--- config.mk ---
export PLATFORM = sky130hd
export DESIGN_NAME = sseg_scan_ctrl
export DESIGN_NICKNAME = d
export VERILOG_FILES = /design/src/rtl/sseg_scan_ctrl.sv
export SDC_FILE = /design/constraint.sdc
export NUM_CORES = 1
export LEC_CHECK = 0
export ABC_AREA = 1
export BUFFER_PORTS_ARGS = -buffer_cell sky130_fd_sc_hd__buf_4
export CAP_MARGIN = 10
export CORE_ASPECT_RATIO = 0.8
export CORE_MARGIN = 5
export CORE_UTILIZATION = 64
export CTS_CLUSTER_SIZE = 24
export DETAILED_ROUTE_END_ITERATION = 8
export GPL_TIMING_DRIVEN = 0
export HOLD_SLACK_MARGIN = 0.03
export PLACE_DENSITY = 0.94
export RECOVER_POWER = 50
export SETUP_SLACK_MARGIN = 0.15
export SYNTH_ARGS = -nofsm -noshare
export SYNTH_HDL_FRONTEND = slang
export SYNTH_SLANG_ARGS = --single-unit
--- constraint.sdc ---
create_clock -name clk -period 4.1 [get_ports clk]
set_input_delay 1.23 -clock clk [delete_from_list [all_inputs] [get_ports clk]]
set_output_delay 1.23 -clock clk [all_outputs]
set_load 0.005 [all_outputs]
--- src/rtl/sseg_scan_ctrl.sv ---
// rtl/sseg_scan_ctrl.sv - 4-digit seven-segment scan controller with tear-free load, PWM, blanking and blink
module sseg_scan_ctrl #(
  parameter int DIV_BITS   = 16,
  parameter int BLINK_BITS = 26
) (
  input  logic        clk,
  input  logic        rst,
  input  logic [15:0] value_in,
  input  logic [3:0]  dp_in,
  input  logic        load,
  output logic        ready,
  input  logic [3:0]  brightness,
  input  logic        blink_en,
  input  logic        blank_lz,
  output logic [3:0]  an,
  output logic [6:0]  sseg,
  output logic        dp,
  output logic        frame_done
);

  typedef enum logic [1:0] {DIG0, DIG1, DIG2, DIG3} state_e;

  state_e                state_q, state_d;
  logic [DIV_BITS-1:0]   slot_cnt_q;
  logic [BLINK_BITS-1:0] blink_cnt_q;
  logic [15:0]           act_val_q, pend_val_q;
  logic [3:0]            act_dp_q, pend_dp_q;
  logic                  pend_vld_q;
  logic [3:0]            an_q, an_d;
  logic [6:0]            sseg_q, sseg_d;
  logic                  dp_q, dp_d;
  logic                  frame_done_q;

  logic                  slot_last;
  logic                  frame_last;
  logic [1:0]            dig;
  logic [3:0]            nibble;
  logic                  lz_blank;
  logic                  digit_en;
  logic [6:0]            seg_hex;

  assign slot_last  = &slot_cnt_q;
  assign frame_last = slot_last && (state_q == DIG3);
  assign dig        = state_q;
  assign nibble     = act_val_q[{dig, 2'b00} +: 4];
  assign ready      = ~pend_vld_q;

  // Scan sequencing: step to the next digit whenever the slot counter wraps.
  always_comb begin
    state_d = state_q;
    if (slot_last) begin
      case (state_q)
        DIG0:    state_d = DIG1;
        DIG1:    state_d = DIG2;
        DIG2:    state_d = DIG3;
        default: state_d = DIG0;
      endcase
    end
  end

  // State register plus free-running slot and blink counters.
  always_ff @(posedge clk or negedge rst) begin
    if (!rst) begin
      state_q     <= DIG0;
      slot_cnt_q  <= '0;
      blink_cnt_q <= '0;
    end else begin
      state_q     <= state_d;
      slot_cnt_q  <= slot_cnt_q + {{(DIV_BITS-1){1'b0}}, 1'b1};
      blink_cnt_q <= blink_cnt_q + {{(BLINK_BITS-1){1'b0}}, 1'b1};
    end
  end

  // Pending/active double buffer: a write parks in pending and is promoted only at frame end.
  always_ff @(posedge clk or negedge rst) begin
    if (!rst) begin
      act_val_q  <= '0;
      act_dp_q   <= '0;
      pend_val_q <= '0;
      pend_dp_q  <= '0;
      pend_vld_q <= 1'b0;
    end else if (frame_last && pend_vld_q) begin
      act_val_q  <= pend_val_q;
      act_dp_q   <= pend_dp_q;
      pend_vld_q <= 1'b0;
    end else if (load && !pend_vld_q) begin
      pend_val_q <= value_in;
      pend_dp_q  <= dp_in;
      pend_vld_q <= 1'b1;
    end
  end

  // Leading-zero blanking: a digit goes dark when it and every digit above it are zero.
  always_comb begin
    lz_blank = 1'b0;
    if (blank_lz) begin
      case (dig)
        2'd3:    lz_blank = (act_val_q[15:12] == 4'h0);
        2'd2:    lz_blank = (act_val_q[15:8]  == 8'h00);
        2'd1:    lz_blank = (act_val_q[15:4]  == 12'h000);
        default: lz_blank = 1'b0;
      endcase
    end
  end

  // Hex to active-low segment pattern, bit 0 = a through bit 6 = g.
  always_comb begin
    seg_hex = 7'h7F;
    case (nibble)
      4'h0: seg_hex = 7'b1000000;
      4'h1: seg_hex = 7'b1111001;
      4'h2: seg_hex = 7'b0100100;
      4'h3: seg_hex = 7'b0110000;
      4'h4: seg_hex = 7'b0011001;
      4'h5: seg_hex = 7'b0010010;
      4'h6: seg_hex = 7'b0000010;
      4'h7: seg_hex = 7'b1111000;
      4'h8: seg_hex = 7'b0000000;
      4'h9: seg_hex = 7'b0010000;
      4'hA: seg_hex = 7'b0001000;
      4'hB: seg_hex = 7'b0000011;
      4'hC: seg_hex = 7'b1000110;
      4'hD: seg_hex = 7'b0100001;
      4'hE: seg_hex = 7'b0000110;
      4'hF: seg_hex = 7'b0001110;
      default: seg_hex = 7'h7F;
    endcase
  end

  // Digit enable combines anti-ghost guard, PWM duty, blanking and blink; disabled means all dark.
  always_comb begin
    digit_en = (slot_cnt_q[DIV_BITS-1:1] != '0)
            && (slot_cnt_q[DIV_BITS-1 -: 4] <= brightness)
            && !lz_blank
            && !(blink_en && blink_cnt_q[BLINK_BITS-1]);
    an_d   = 4'hF;
    sseg_d = 7'h7F;
    dp_d   = 1'b1;
    if (digit_en) begin
      an_d   = ~(4'b0001 << dig);
      sseg_d = seg_hex;
      dp_d   = ~act_dp_q[dig];
    end
  end

  // Registered pin drivers so the board sees glitch-free anode/segment edges.
  always_ff @(posedge clk or negedge rst) begin
    if (!rst) begin
      an_q         <= 4'hF;
      sseg_q       <= 7'h7F;
      dp_q         <= 1'b1;
      frame_done_q <= 1'b0;
    end else begin
      an_q         <= an_d;
      sseg_q       <= sseg_d;
      dp_q         <= dp_d;
      frame_done_q <= frame_last;
    end
  end

  assign an         = an_q;
  assign sseg       = sseg_q;
  assign dp         = dp_q;
  assign frame_done = frame_done_q;

endmodule

# Word-level counts from Yosys, hierarchy flattened
# Memories as Yosys holds them, arrays and structs flattened.
# Cells that the tools add are included.
# W data, S select, Z words.
# totals
reg_bits	98
mem_bits_ro	112
input_bits	29
wordCells	54
n_memories	1
# classes
add_sub_neg	2
n_lt_le_gt_ge	2
n_eq_ne	3
shift	2
n_mux	10
n_bitwise	4
n_reduce_logical	18
# mem_list
memory	depth	word_bits	read_ports	rd_clocked_by_memory_dff	wr	line	rtl
(name not given)	16	7	1	0	0	109	case (nibble)
# ops
cell	count
$add A26 B1 Y26 const B	1
$add A16 B1 Y16 const B	1
$reduce_and A16 Y1	1
$shiftx A16 B5 Y4	1
$reduce_bool A15 Y1	1
$logic_not A12 Y1	1
$logic_not A8 Y1	1
$logic_and A1 B1 Y1	7
$mux W7	1
$pmux W2 S3	1
$mux W1	5
$eq A2 B2 Y1 const B	2
$le A4 B4 Y1	1
$logic_not A4 Y1	1
$mux W4	1
$not A4 Y4	1
$shl A1 B2 Y4 const A	1
$logic_not A1 Y1	3
$lt A2 B3 Y1 const B	1
$not A1 Y1	3
$pmux W1 S3	1
$bmux W1 S2	1
$eq A2 B1 Y1 const B	1
$logic_not A2 Y1	1
other kinds (2)	2

# Logic depth before layout (Yosys ltp)
# Gate-level depths: netlist (run 1).
# depth
word_depth	7
depth_mapped	14
ltp_nobuf	13

# Worst setup path after synthesis (run 1)
# Ideal clock, no wire load.
# synth_timing
path_kind	input port to flip-flop
from	input brightness[3]
to	register an_q[0], in the netlist an[0]
setup_ps	81
arrival_ps	2180
t_required_ps	4019
setup_slack_ps	1839
stages	11
n_path_buf	1
path_cell_list	inv_1 > ha_1 > nand2_1 > inv_1 > nand2_1 > a21oi_1 > nor2_1 > nand2_1 > inv_1 > buf_2 > nand2_1
# synth_via
elab_chain_cells	5
# synth_rtl
item	line	rtl
from (decl)	12	input logic [3:0] brightness,
$le A4 B4 Y1	133	&& (slot_cnt_q[DIV_BITS-1 -: 4] <= brightness)
$logic_and A1 B1 Y1	133	
$logic_and A1 B1 Y1	134	&& !lz_blank
$logic_and A1 B1 Y1	135	&& !(blink_en && blink_cnt_q[BLINK_BITS-1]);
$mux W4	139	if (digit_en) begin
via an_d[0]	29	logic [3:0] an_q, an_d;
to (signal assigned)	154	an_q <= an_d;
to (decl)	29	
# The timed path passes the listed nets, and every way through them passes these cells.
# A chain may end at the register's enable or synchronous reset.

==> results by group, run 1 <==
Logic synthesis
  • Synth warn: 0
  • #FFs+latches synth: 98
  • Mean cell area of the mapped netlist: 8.20 sq um
  • Simple-Gate Fraction of Synth Area: 33.6%
  • Top_reg_cell synth: dfrtp_1
  • Count of different cell masters after synthesis: 29
  • Largest cells by area after synthesis: dfrtp_1 43%, nand2_1 18%, dfstp_2 6.4%, inv_1 4.4%, xor2_1 4.1%
  • Largest family of logic cells by synthesized area: simple AND/OR/NAND/NOR gates
  • Top cell type's share of synthesized area: 43.4%
  • Post-synthesis mux area share: 0%
  • Xor/xnor share of the synthesized area: 5.30%
  • Mapped cell area: 0.00496 sq mm
  • EDFF count, synth: 0
  • Fraction of registers with async set or reset after synthesis: 100%
  • Post-synthesis adder-cell area fraction: 4.03%
  • Area leader, netlist: dfrtp_1
  • Synth Net Count: 650
  • Cells after Synth: 605
  • Register area share after synthesis: 49.7%
  • Post-synthesis compound-gate area fraction: 1.13%

Detailed routing
  • DRC viols: 0
  • Drt first pass iters: 5
  • Routed Antenna Nets: 0
  • Drt total wl: 10900 um
  • Routed vias/inst: 5.32
  • Initial drt markers: 307
  • Routed via count: 4092
  • Routed len/inst: 14.2 um

Die
  • Initial Utilization: 66.5%
  • Row cnt: 28
  • Chip width: 108 um
  • Die span in y: 88.8 um
  • Die area: 0.00963 sq mm
  • CORE AREA: 0.00746 sq mm
  • IO Count: 43

Global route
  • First-pass GRT wire length: 18400 um
  • Largest net degree at the start of global routing: 99
  • GRT overflow: 0
  • Vias in the first global route: 3965
  • Gr usage total: 24.6%
  • Initial antenna violation count: 0

STA
  • Final hold slack: 0.456 ns
  • RSZ-0062 raised after global routing: no
  • Hold Vio Cnt, Final: 0
  • Setup Skew: 0.00883 ns
  • Fmax: 400 MHz
  • Fin crit share: 60.9%
  • Post-route setup TNS: 0 ns
  • Slew Viols, Final: 0
  • Max-Slew Margin vs Limit: 15.6%
  • Tmin final: 2.50 ns
  • Slew @ Worst Pin: 1.27 ns
  • Final setup violation count: 0

Setup path
  • R2R Path End: act_dp_q[2]
  • Critical path class: primary input to asynchronous set/reset pin
  • Top delay family on crit path: buffers and inverters
  • CP endpoint kind: asynchronous set/reset pin
  • CP max stage cell: clkbuf_2
  • FF-to-FF path depth: 9
  • Crit-path cells: buf_4 -> clkbuf_2
  • Crit path buffers/inverters: 2
  • Worst reg2reg setup slack: 1.88 ns
  • R2r startpoint: slot_cnt_q[1]
  • Required time of the critical path: 4.38 ns
  • Worst EP arrival: 2.77 ns
  • Slowest Stage Delay on Critical Path: 1.04 ns
  • Crit-path max FO: 53
  • CP startpoint kind: primary input

Job
  • Max Cap Viol: 0

CTS
  • Sink Count: 98
  • Worst skew pair latency: 0.36 ns
  • CTS root buf: clkbuf_8
  • # hold bufs at CTS: 0
  • CTS tree: built
  • Longest Clk Path Bufs: 2
  • Num CTS Buffers: 9
  • H-tree depth: 3
  • Cts repair resizes: 0
  • Post-CTS setup buffer count: 0
  • Worst-path clk slew: 0.09 ns

Pwr
  • LEAKAGE: 2.98 nW
  • P per Cell Area: 300 mW/mm^2
  • Peak VDD IR: 0.249 mV

Final layout
  • Final #Nets: 704
  • Layout cell share with drive strength beyond 1: 13.1%
  • Antenna diode count: 0
  • Fill count: 533
  • Area grow syn2layout: 12.2%

Placement
  • GP Congestion: 0.951
  • Post-DP HPWL: 7630 um
  • Port Buffers: 42

Status
  • Status: finished clean

Hold path
  • Min-delay src: slot_cnt_q[0]
  • Hold WC Path Type: flop to flop
  • Min-Delay Endpoint: slot_cnt_q[0]
  • Hold path cells: 1
-- how the worst max path moves through the flow --
stage                   from               to  slack, ns  depth (start not counted)
2_1_floorplan  brightness[3]            an[0]       1.84                         11
3_3_place_gp   brightness[3]            an[0]       1.49                         12
4_1_cts           pend_vld_q            ready       1.77                          2
5_1_grt                  rst   blink_cnt_q[9]       1.24                          2
6_report                 rst  blink_cnt_q[16]       1.60                          2
3_5_place_dp   brightness[2]            an[0]       1.46                         12
-- power by group --
| group | internal, mW | total, mW | switching (mW) |
|---|---|---|---|
| logic | 0.0213 | 0.0475 | 0.0263 |
| registers | 0.969 | 0.970 | 0.000380 |
| clock network | 0.319 | 0.654 | 0.335 |
-- cell usage in the layout (no fill, tap or decap), types with 8 or more instances in the layout --
cell / count
nand2_1: 242
dfstp_2: 12
xor2_1: 23
nand3_1: 34
buf_4: 43
nor3_1: 13
ha_1: 16
nor2_1: 47
clkbuf_1: 8
inv_1: 58
dfrtp_1: 86
clkbuf_8: 11
nand4_1: 28
-- area by class of cell --
cell class                 count  area (sq um)  share of cell area [%]
inverter                      58           218                    3.91
tap                          105           131                    2.36
buffer                        15          92.6                    1.66
multi-input combinational    434          2130                    38.2
clock inverter                 5          61.3                    1.10
sequential                    98          2470                    44.3
clock buffer                  11           151                    2.72
timing repair buffer          43           320                    5.75
-- synth_stat cells (2+ instances only) --
cell	number
buf_2	2
dfrtp_1	86
xor2_1	23
nand3b_1	3
nand2_1	241
xnor2_1	7
o21ai_0	5
nor2_2	3
nor2_1	43
ha_1	16
nor2_4	2
dfstp_2	12
nor3_1	12
clkbuf_1	8
inv_1	58
nand3_1	33
buf_6	4
nand2_2	5
nand4_1	28
a21oi_1	5
-- sequential cells by signal (all words and copies together) (netlist names), 2 cells and up --
name / flops
act_dp_q: 4
act_val_q: 16
an: 4
blink_cnt_q: 26
dig: 2
pend_dp_q: 4
pend_val_q: 16
slot_cnt_q: 16
sseg: 7
-- logic make-up after synthesis --
kind of cell / Yosys count
flip-flops: 98
AO/OA/AOI/OAI: 11
AND/OR/NAND/NOR: 377
adder cells (fa/ha/maj): 16
XOR/XNOR: 30
buffers and inverters: 73
-- stage by stage --
| stage | utilization (%) | instances | total power [mW] | setup slack (ns) | cell area [sq um] |
|---|---|---|---|---|---|
| 5_1_grt | 74.6 | 769 | 1.73 | 1.24 | 5570 |
| 3_3_place_gp | 72.5 | 752 | 1.04 | 1.49 | 5410 |
| 2_1_floorplan | - | 605 | 0.994 | 1.84 | 4960 |
| 4_1_cts | 75.3 | 768 | 1.67 | 1.77 | 5620 |
| 6_report | 74.6 | 769 | 1.67 | 1.60 | 5570 |
| 3_5_place_dp | 72.5 | 752 | 1.04 | 1.46 | 5410 |
-- routing by layer --
metal | global-route usage [%] | part of all wire [%]
met2 | 39.3 | 46
met3 | 6.86 | 8.2
met4 | 6.54 | 2.1
met1 | 33.7 | 43
met5 | 0 | 0
Power figures use the tool's default switching activity.
==> run 2: changes to the inputs <==
--- a/config.mk
+++ b/config.mk
@@ -5,17 +5,17 @@
 export SDC_FILE = /design/constraint.sdc
 export NUM_CORES = 1
 export LEC_CHECK = 0
-export ABC_AREA = 1
+export ABC_AREA = 0
 export BUFFER_PORTS_ARGS = -buffer_cell sky130_fd_sc_hd__buf_4
 export CAP_MARGIN = 10
 export CORE_ASPECT_RATIO = 0.8
 export CORE_MARGIN = 5
-export CORE_UTILIZATION = 64
+export CORE_UTILIZATION = 53
 export CTS_CLUSTER_SIZE = 24
 export DETAILED_ROUTE_END_ITERATION = 8
 export GPL_TIMING_DRIVEN = 0
 export HOLD_SLACK_MARGIN = 0.03
-export PLACE_DENSITY = 0.94
+export PLACE_DENSITY = 0.84
 export RECOVER_POWER = 50
 export SETUP_SLACK_MARGIN = 0.15
 export SYNTH_ARGS = -nofsm -noshare
==> constraint.sdc (replaced) <==
create_clock -name clk -period 2 [get_ports clk]
set_input_delay 0.6 -clock clk [delete_from_list [all_inputs] [get_ports clk]]
set_output_delay 0.6 -clock clk [all_outputs]
set_load 0.005 [all_outputs]
==> run 2 against run 1 <==
The run now ends with negative setup slack left. Clock power increased by 120%. Clock skew increased by 0.0017 ns. Critical path depth increased by 4. Sequential power increased by 110%. Sequential share of layout area decreased by 0.23 points. Combinational power increased to 3.2 times the previous value. First-iteration DRC count decreased by 54%. Critical path type is now flop to flop. Critical endpoint is now act_dp_q[1]. Largest cell class unchanged.
==> results by group, run 2 <==
Setup path
  • Required time of the critical path: 2.26 ns (-2.12 ns)
  • CP endpoint kind: flop
  • Crit-path cells: and2_4 -> nand4_4 -> nor4_4 -> and3_4 -> buf_12 -> mux2_4
  • CP max stage cell: nor4_4
  • Top delay family on crit path: simple AND/OR/NAND/NOR gates
  • Crit-path max FO: 10 (-81%)
  • Worst EP arrival: 2.28 ns (-0.49 ns)
  • Slowest Stage Delay on Critical Path: 0.42 ns (-0.62 ns)
  • Crit path buffers/inverters: 1 (-1)
  • CP startpoint kind: flop
  • Critical path class: flop to flop

CTS
  • H-tree depth: 3 (unchanged)
  • CTS tree: built
  • Num CTS Buffers: 9 (unchanged)
  • Worst-path clk slew: 0.09 ns (about the same)
  • Sink Count: 98 (unchanged)
  • Longest Clk Path Bufs: 2 (unchanged)
  • # hold bufs at CTS: 0 (unchanged)
  • CTS root buf: clkbuf_8
  • Worst skew pair latency: 0.36 ns (about the same)

STA
  • Final worst setup slack: -0.0212 ns (-1.62 ns)
  • Max-Slew Margin vs Limit: 19.1% (+3.5 points)
  • Slew @ Worst Pin: 1.21 ns (-0.0528 ns)
  • Final hold slack: 0.459 ns (+0.00320 ns)
  • Fmax: 495 MHz
  • RSZ-0062 raised after global routing: yes
  • Setup Skew: 0.0105 ns (+0.00171 ns)
  • Slew Viols, Final: 0 (unchanged)
  • Hold Vio Cnt, Final: 0 (unchanged)
  • Fin crit share: 101%
  • Tmin final: 2.02 ns
  • Final setup violation count: 18 (+18)

Pwr
  • Tot Pwr: 3.67 mW (+120%)
  • P per Cell Area: 654 mW/mm^2 (+120%)
  • LEAKAGE: 2.63 nW (-12%)
  • Gate power share: 4.1% (+1.3 points)
  • Sw Share: 20.8% (-0.86 points)
  • Psw: 0.763 mW (+110%)
  • P_int: 2.91 mW (+120%)
  • Sequential Power Share: 56.2% (-1.8 points)
  • Clock power frac: 39.7% (+0.6 points)
  • Peak VDD IR: 0.485 mV (+95%)

Status
  • Status: finished with violations
  • Failing checks: negative setup slack

Logic synthesis
  • Fraction of registers with async set or reset after synthesis: 100% (unchanged)
  • Synth Net Count: 386 (-41%)
  • Top_reg_cell synth: dfrtp_1
  • Most numerous cell in the Yosys netlist: dfrtp_1
  • Register area share after synthesis: 54.7% (+4.9 points)
  • #FFs+latches synth: 98 (unchanged)
  • Post-synth top cells: 86 x dfrtp_1, 29 x xnor2_1, 26 x nand2_1
  • Synth warn: 0 (unchanged)
  • EDFF count, synth: 0 (unchanged)
  • Cells after Synth: 341 (-44%)
  • Largest cells by area after synthesis: dfrtp_1 48%, dfstp_2 7.0%, mux2_4 6.3%, xnor2_1 5.6%, mux2_2 5.5%
  • Top cell type's share of synthesized area: 47.7% (+4.3 points)
  • Count of different cell masters after synthesis: 45 (+55%)
  • Mapped cell area: 0.00451 sq mm (-9.1%)
  • Mean cell area of the mapped netlist: 13.2 sq um (+61%)
  • Area leader, netlist: dfrtp_1

Die
  • Row cnt: 30 (+7.1%)
  • CORE AREA: 0.00841 sq mm (+13%)
  • Die area: 0.0105 sq mm (+8.8%)
  • Initial Utilization: 53.7% (-13 points)
  • Die span in y: 92.5 um (+4.3%)
  • Chip width: 113 um (+4.4%)
  • IO Count: 43 (unchanged)

Placement
  • Dpl ws: -0.0979 ns (-1.55 ns)
  • Placed cells: 495 (-34%)
  • Port Buffers: 42 (unchanged)
  • Post-DP HPWL: 5780 um (-24%)
  • GP Congestion: 0.867 (-8.8%)

Final layout
  • Antenna diode count: 0 (unchanged)
  • Post-route insts no fill: 537 (-30%)
  • Multi-input logic area: 0.00206 sq mm (-3.0%)
  • Layout cell share with drive strength beyond 1: 43.3% (+30 points)
  • Most frequent cells in the layout: 81 x dfrtp_1, 61 x buf_4, 29 x xnor2_1
  • Final #Nets: 465 (-34%)
  • Area grow syn2layout: 24.4%
  • Max reg flops: 26 (unchanged)
  • Largest Register: blink_cnt_q
  • Fill count: 562 (+5.4%)
  • Commonest non-fill, non-tap cell in the layout: dfrtp_1
  • Reg area: 0.00247 sq mm (+0.25%)

Detailed routing
  • Routed len/inst: 17.4 um (+22%)
  • DRC viols: 0 (unchanged)
  • Routed via count: 2909 (-29%)
  • Initial drt markers: 140 (-54%)
  • Routed Antenna Nets: 0 (unchanged)
  • Routed vias/inst: 5.42 (+1.8%)
  • Drt first pass iters: 4 (-1)
  • Drt total wl: 9320 um (-15%)

Global route
  • Gr usage total: 16.8% (-7.8 points)
  • Vias in the first global route: 2832 (-29%)
  • Largest net degree at the start of global routing: 99 (unchanged)
  • GRT overflow: 0 (unchanged)
  • First-pass GRT wire length: 13900 um (-25%)
  • Initial antenna violation count: 0 (unchanged)

Hold path
  • Hold WC Path Type: primary input to asynchronous set/reset pin

Job
  • Max Cap Viol: 0 (unchanged)
==> run 2: cell types whose count changed after synthesis, moves of 14 or more <==
cell | before | now
nand4_1 | 28 | 10
nor2_1 | 43 | 11
mux2_4 | 0 | 19
nand2_1 | 241 | 26
xor2_1 | 23 | 9
xnor2_1 | 7 | 29
nand3_1 | 33 | 14
inv_1 | 58 | 16
mux2_2 | 0 | 22
==> run 2: layer usage <==
layer	share of wire, %	GRT usage [%]	vias up
met2	50	26.7	71
met1	43	22.5	1468
met4	2.0	4.90	0
met5	0	0	-
met3	5.4	4.90	16
li1	-	-	1354
==> run 2: layout make-up <==
type / instances / area share (%)
Sequential cell: 98 / 44.1
Multi-Input combinational cell: 219 / 36.8
Timing Repair Buffer: 68 / 9.59
Clock buffer: 15 / 4.30
Tap cell: 112 / 2.50
Buffer: 8 / 1.58
Inverter: 16 / 1.11
Clock inverter: 1 / 0.0892
==> run 2: stage by stage <==
step	util [%]	instance area, sq um	TNS, ns
after floorplan	-	4520	0
after global placement	59.2	4980	-0.0884
after detailed placement	59.2	4980	-0.595
after CTS	63.5	5340	0
after global routing	66.8	5610	-0.827
final	66.8	5610	-0.173
==> run 2: repair_timing <==
item	in CTS	in global routing
endpoints found under the hold margin	0	0
gates cloned	0	2
pin swaps	3	15
resized for setup	11	40
buffers inserted	11	12
setup endpoints to repair	26	40
==> run 2: power by group through the flow <==
stage	Clock (mW)	Sequential (mW)	Combinational [mW]
global placement	0	2.10	0.140
floorplan	0	2.09	0.0523
global route	1.56	2.07	0.172
finish	1.46	2.06	0.152
CTS	1.47	2.06	0.148
detailed placement	0	2.10	0.147
==> run 2: path summary, 6_finish.rpt <==
check,from,endpoint,slack (ns),depth (start not counted)
max,slot_cnt_q[10],act_dp_q[1],-0.02,6
min,rst,act_dp_q[3],0.46,1
max reg2reg,slot_cnt_q[10],act_dp_q[1],-0.02,6
min reg2reg,blink_cnt_q[0],blink_cnt_q[0],0.48,1
max in group asynchronous,rst,slot_cnt_q[0],0.57,2
min in group clk,dp_in[3],pend_dp_q[3],0.46,2
==> run 2: cells by family after synthesis <==
family          Yosys count  synth area share [%]
xor+xnor                 38                  7.37
fa+ha+maj                16                  4.44
mux                      48                  14.7
buf+inv                  24                  2.77
compound gates           17                  2.52
flops                    98                  54.7
simple gates            100                  13.5
